[src/rtl/hx8352_pkg.sv]
// Shared types and defaults for the HX8352 LCD command queue.
package hx8352_pkg;

    localparam int CMD_W           = 4;
    localparam int DATA_W          = 16;
    localparam int ENTRY_W         = CMD_W + DATA_W;
    localparam int DEF_DEPTH       = 16;
    localparam int DEF_ACK_TIMEOUT = 8;

    typedef struct packed {
        logic [CMD_W-1:0]  cmd;
        logic [DATA_W-1:0] data;
    } entry_t;

    typedef enum logic [1:0] {
        ST_IDLE,
        ST_ISSUE,
        ST_WAIT_ACK,
        ST_WAIT_DONE
    } drain_state_e;

endpackage

[src/rtl/hx8352_cmd_queue_sync_fifo.sv]
// Single-clock FIFO with flush. Level comes from a counter so full/empty never
// depend on pointer arithmetic; overflow policy is left to the instantiating block.
module sync_fifo #(
    parameter int WIDTH = 20,
    parameter int DEPTH = 16
) (
    input  logic                     clk,
    input  logic                     rst_n,
    input  logic                     flush_i,
    input  logic                     push_i,
    input  logic [WIDTH-1:0]         data_i,
    input  logic                     pop_i,
    output logic [WIDTH-1:0]         data_o,
    output logic [$clog2(DEPTH):0]   level_o,
    output logic                     full_o,
    output logic                     empty_o
);

    localparam int AW = $clog2(DEPTH);
    localparam int LW = AW + 1;

    logic [WIDTH-1:0] mem_q [DEPTH];
    logic [AW-1:0]    wr_ptr_q, wr_ptr_d;
    logic [AW-1:0]    rd_ptr_q, rd_ptr_d;
    logic [LW-1:0]    level_q, level_d;
    logic             do_push;
    logic             do_pop;

    assign full_o  = (level_q == LW'(DEPTH));
    assign empty_o = (level_q == '0);
    assign level_o = level_q;
    assign data_o  = mem_q[rd_ptr_q];

    // A pop in the same cycle frees the slot, so a push while full still lands.
    assign do_push = push_i && !flush_i && (!full_o || pop_i);
    assign do_pop  = pop_i && !flush_i && !empty_o;

    always_comb begin
        wr_ptr_d = wr_ptr_q;
        rd_ptr_d = rd_ptr_q;
        level_d  = level_q;
        if (flush_i) begin
            wr_ptr_d = '0;
            rd_ptr_d = '0;
            level_d  = '0;
        end else begin
            if (do_push) wr_ptr_d = wr_ptr_q + AW'(1);
            if (do_pop)  rd_ptr_d = rd_ptr_q + AW'(1);
            case ({do_push, do_pop})
                2'b10:   level_d = level_q + LW'(1);
                2'b01:   level_d = level_q - LW'(1);
                default: level_d = level_q;
            endcase
        end
    end

    always_ff @(posedge clk) begin
        if (!rst_n) begin
            wr_ptr_q <= '0;
            rd_ptr_q <= '0;
            level_q  <= '0;
        end else begin
            wr_ptr_q <= wr_ptr_d;
            rd_ptr_q <= rd_ptr_d;
            level_q  <= level_d;
        end
    end

    always_ff @(posedge clk) begin
        if (rst_n && do_push) begin
            mem_q[wr_ptr_q] <= data_i;
        end
    end

endmodule

[src/rtl/hx8352_cmd_queue.sv]
// Buffers PIO-written LCD commands and replays them to hx8352_controller one at a time.
// Handshake: lcd_step pulses one cycle; the controller may raise lcd_busy, and the entry is done when busy falls or never rises within ACK_TIMEOUT cycles.
module hx8352_cmd_queue
    import hx8352_pkg::*;
#(
    parameter int DEPTH       = DEF_DEPTH,
    parameter int ACK_TIMEOUT = DEF_ACK_TIMEOUT
) (
    input  logic                    clk,
    input  logic                    rst_n,
    input  logic                    wr_toggle,
    input  logic [CMD_W-1:0]        wr_cmd,
    input  logic [DATA_W-1:0]       wr_data,
    input  logic                    flush,
    input  logic                    lcd_init_done,
    input  logic                    lcd_busy,
    output logic                    lcd_step,
    output logic [CMD_W-1:0]        lcd_cmd,
    output logic [DATA_W-1:0]       lcd_data,
    output logic [$clog2(DEPTH):0]  level,
    output logic                    full,
    output logic                    empty,
    output logic                    overflow,
    output logic                    idle,
    output drain_state_e            state_dbg
);

    localparam int TW = (ACK_TIMEOUT > 1) ? $clog2(ACK_TIMEOUT) : 1;

    drain_state_e   state_q, state_d;
    logic [TW-1:0]  timer_q, timer_d;
    logic           wr_prev_q;
    logic           overflow_q, overflow_d;
    entry_t         lcd_q;
    entry_t         wr_entry;
    entry_t         head;
    logic           push_req;
    logic           pop;

    assign wr_entry = '{cmd: wr_cmd, data: wr_data};
    assign push_req = (wr_toggle != wr_prev_q);
    assign pop      = (state_q == ST_IDLE) && !empty && lcd_init_done && !lcd_busy && !flush;

    sync_fifo #(
        .WIDTH (ENTRY_W),
        .DEPTH (DEPTH)
    ) u_fifo (
        .clk     (clk),
        .rst_n   (rst_n),
        .flush_i (flush),
        .push_i  (push_req),
        .data_i  (wr_entry),
        .pop_i   (pop),
        .data_o  (head),
        .level_o (level),
        .full_o  (full),
        .empty_o (empty)
    );

    always_ff @(posedge clk) begin
        if (!rst_n) begin
            state_q <= ST_IDLE;
        end else begin
            state_q <= state_d;
        end
    end

    always_comb begin
        state_d = state_q;
        case (state_q)
            ST_IDLE:      if (pop) state_d = ST_ISSUE;
            ST_ISSUE:     state_d = ST_WAIT_ACK;
            ST_WAIT_ACK: begin
                if (lcd_busy)                              state_d = ST_WAIT_DONE;
                else if (timer_q == TW'(ACK_TIMEOUT - 1))  state_d = ST_IDLE;
            end
            ST_WAIT_DONE: if (!lcd_busy) state_d = ST_IDLE;
            default:      state_d = ST_IDLE;
        endcase
    end

    always_comb begin
        lcd_step  = (state_q == ST_ISSUE);
        idle      = empty && (state_q == ST_IDLE);
        state_dbg = state_q;
    end

    always_comb begin
        timer_d = timer_q;
        if (state_q == ST_ISSUE) begin
            timer_d = '0;
        end else if (state_q == ST_WAIT_ACK && !lcd_busy) begin
            timer_d = timer_q + TW'(1);
        end
    end

    // A full-queue write is only lost when nothing drains in the same cycle.
    always_comb begin
        overflow_d = overflow_q;
        if (flush) begin
            overflow_d = 1'b0;
        end else if (push_req && full && !pop) begin
            overflow_d = 1'b1;
        end
    end

    always_ff @(posedge clk) begin
        if (!rst_n) begin
            wr_prev_q  <= wr_toggle;
            overflow_q <= 1'b0;
            timer_q    <= '0;
            lcd_q      <= '0;
        end else begin
            wr_prev_q  <= wr_toggle;
            overflow_q <= overflow_d;
            timer_q    <= timer_d;
            if (pop) lcd_q <= head;
        end
    end

    assign overflow = overflow_q;
    assign lcd_cmd  = lcd_q.cmd;
    assign lcd_data = lcd_q.data;

endmodule

[config.mk]
export PLATFORM = sky130hd
export DESIGN_NAME = hx8352_cmd_queue
export DESIGN_NICKNAME = d
export VERILOG_FILES = /design/src/rtl/hx8352_pkg.sv /design/src/rtl/hx8352_cmd_queue_sync_fifo.sv /design/src/rtl/hx8352_cmd_queue.sv
export SDC_FILE = /design/constraint.sdc
export NUM_CORES = 1
export LEC_CHECK = 0
export BUFFER_PORTS_ARGS = -buffer_cell sky130_fd_sc_hd__buf_2
export CAP_MARGIN = 30
export CORE_ASPECT_RATIO = 1.25
export CORE_MARGIN = 2
export CORE_UTILIZATION = 45
export DETAILED_ROUTE_END_ITERATION = 7
export GPL_TIMING_DRIVEN = 0
export PLACE_DENSITY = 0.63
export REMOVE_ABC_BUFFERS = 1
export SLEW_MARGIN = 15
export SYNTH_ARGS = -nofsm -noshare
export SYNTH_HDL_FRONTEND = slang
export SYNTH_SLANG_ARGS = --single-unit
[constraint.sdc]
create_clock -name clk -period 3.81 [get_ports clk]
set_clock_uncertainty 0.05 [all_clocks]
set_input_delay 0.762 -clock clk [delete_from_list [all_inputs] [get_ports clk]]
set_output_delay 0.762 -clock clk [all_outputs]
set_load 0.05 [all_outputs]
==> impl_metrics.csv <==
group,metric,value,unit
cts,hold_buffers,0,
logic_synthesis,synth_top_cell_area_share,69.44,%
drt,antenna_left,0,
worst_setup_path,path_class,"reg2reg",
logic_synthesis,avgSynthCellArea,17.90,sq um
timing,slew_violations,0,
drt,drt_first_pass_iters,5,
logic_synthesis,ys_top_cells_by_area,"edfxtp_1 69%, mux4_2 6.5%, mux2i_1 5.9%, dfxtp_1 5.8%, o22ai_1 1.8%",
finish,syn_to_final_growth,16.97,%
worst_setup_path,crit_path_cell_trace,"nor4_1, o211ai_2, and2_1, nand2b_1, ha_1, inv_1, fa_1, nor2b_1, o21ai_0, nor4b_1, or3_1, a21oi_1",
cts,cts_tree,"done",
timing,worstMarginPinSlew,0.9117,ns
worst_setup_path,end_kind,"flop",
power_and_ir_drop,peakVddDrop,0.0002284,V
finish,nets,891,
timing,setup_viol,0,
outcome,outcome,"finished, final reports clean",
logic_synthesis,ys_warn_count,0,
job,drv_cap,0,
power_and_ir_drop,power.density,480.3,nW/um^2
floorplanning,num_io_pins,58,
floorplanning,start_util,45.82,%
timing,whs,0.3223,ns
worst_setup_path,cpMaxStageDelayCell,"nor4_1",
finish,fillCellCount,2379,
finish,drive_above_1_share,22.12,%
placement,hpwl,17290,um
global_route,grt_pass1_wl,43590,um
cts,cts_buffers,35,
floorplanning,die_y,200.1,um
worst_setup_path,critPathMaxStageDelay,0.64,ns
global_route,grt_util_all_layers,18.30,%
logic_synthesis,async_flop_share,0,%
global_route,grt_pass1_vias,7352,
floorplanning,row_count,71,
floorplanning,core,30200,sq um
timing,slew_headroom,38.89,%
cts,cts.sinks,360,
logic_synthesis,yosysTopAreaCell,"edfxtp_1",
drt,met2RoutedLength,14220,um
drt,drt-vias-per-instance,5.615,
global_route,antenna_found_initial,1,
cts,path_clk_slew,0.07,ns
timing,setup_tns,0,ns
drt,drt-met1-wl,12290,um
drt,drc,0,
worst_setup_path,cp-start-kind,"flop",
power_and_ir_drop,p_leak,5.040,nW
timing,rsz0062_at_grt,"false",
cts,cts_resized,0,
logic_synthesis,netlist_area,13840,sq um
finish,design_area,16190,sq um
logic_synthesis,ys_seq_area_share,75.23,%
logic_synthesis,synth_seq_cells,360,
timing,hold_viol,0,
cts,clockBufferDepth,3,
logic_synthesis,netlist_top_cells_count,"320 x edfxtp_1, 82 x mux2i_1, 50 x nor2_1",
worst_setup_path,cp.required,4.18,ns
logic_synthesis,synth_edf_count,320,
placement,gp_congestion,0.7435,
cts,cts_root_buf,"clkbuf_16",
worst_hold_path,hold_path.class,"in2reg",
floorplanning,die_area,32180,sq um
cts,htreeDepth,2,
global_route,overflow,0,
worst_setup_path,critPathTopFamily,"simple AND/OR/NAND/NOR gates",
drt,num_vias,7182,
placement,post_dp_cell_area,15100,sq um
logic_synthesis,yosysMostFrequentCell,"edfxtp_1",
logic_synthesis,synthFlopType,"edfxtp_1",
worst_setup_path,crit_buf_inv,1,
drt,wirelength,28830,um
worst_setup_path,arrival,3.87,ns
cts,clock_latency,0.52,ns
logic_synthesis,synthCells,773,
worst_setup_path,crit_path_max_fanout,7,
placement,port_buffers,57,
drt,highest_layer,"met4",
drt,route.met3.wl,1497,um
floorplanning,die_w,160.9,um
timing,timing.fmax,286.1,MHz
timing,period_share,91.74,%
drt,wl_per_cell,22.54,um
cts,post_cts_buffers,0,
timing,period_needed,3.495,ns
finish,fin_util,53.59,%
logic_synthesis,ys_types,41,
global_route,grt_max_degree,44,
drt,drt_iter0_markers,647,
[routing by layer]
metal  GRT usage, %  vias up
met5              0        -
met4          6.614        0
met3          3.306       53
met2          30.57      227
met1          24.35     3659
li1               -     3243
[path summary, 6_finish.rpt]
check                                  startpoint                 to  slack (ns)  cells after the start
worst max-delay path            u_fifo.level_o[3]  u_fifo.level_o[4]        0.31                     12
worst min-delay path                    wr_toggle          wr_prev_q        0.32                      1
worst max register to register  u_fifo.level_o[3]  u_fifo.level_o[4]        0.31                     12
worst min register to register           overflow           overflow        0.43                      2
[through the flow]
step | power (mW) | setup slack [ns] | cells
floorplan | 4.467 | -1.006 | 730
global placement | 4.545 | -2.984 | 1188
detailed placement | 4.555 | -0.01515 | 1217
CTS | 7.847 | 0.3489 | 1278
global route | 7.983 | 0.0007545 | 1278
finish | 7.775 | 0.3145 | 1279
[worst register-to-register path: cells and delay by family (launching register included)]
kind	cells	cell delay, ns
AOI/OAI and AO/OA	3	0.55
adders and majority gates	2	0.65
buffers and inverters	1	0.10
DFF	1	0.36
and+or+nand+nor	6	1.70
[where the power goes]
group / switching [mW] / leakage (nW) / internal (mW)
registers: 0.00805 / 3.20 / 4.31
logic: 0.114 / 1.31 / 0.0414
clock network: 1.38 / 0.524 / 1.93
[sequential cells by signal, indices dropped and copies added, names as in the netlist]
register,flops
u_fifo.mem_q,320
lcd_data,16
u_fifo.level_o,5
lcd_cmd,4
u_fifo.rd_ptr_q,4
u_fifo.wr_ptr_q,4
timer_q,3
state_dbg,2
overflow,1
wr_prev_q,1
[cell usage in the layout (no fill, tap or decap), types with 20 or more instances in the layout]
cell	count
edfxtp_1	320
mux2i_1	82
buf_2	57
mux4_2	40
o22ai_1	40
nor2_1	38
dfxtp_1	38
clkbuf_16	37
a22oi_1	20
a31oi_1	20
[cell type report]
| cell class | count | area [sq um] | share of cell area [%] |
|---|---|---|---|
| antenna | 1 | 2.502 | 0.01546 |
| clock buffer | 52 | 982.2 | 6.068 |
| clock inverter | 9 | 103.9 | 0.6416 |
| inverter | 8 | 30.03 | 0.1855 |
| multi-input combinational | 362 | 3331 | 20.58 |
| sequential | 360 | 10420 | 64.36 |
| tap | 401 | 501.7 | 3.100 |
| timing repair buffer | 86 | 818.3 | 5.055 |
[cells by family after synthesis]
group           count (synthesis)  share of synthesized area [%]
buf+inv                        51                          1.646
flops                         360                          75.23
simple gates                   96                          3.354
compound gates                123                          5.624
mux                           122                          12.44
fa+ha+maj                      12                          1.139
xor+xnor                        9                         0.5697
Power figures use the tool's default switching activity.
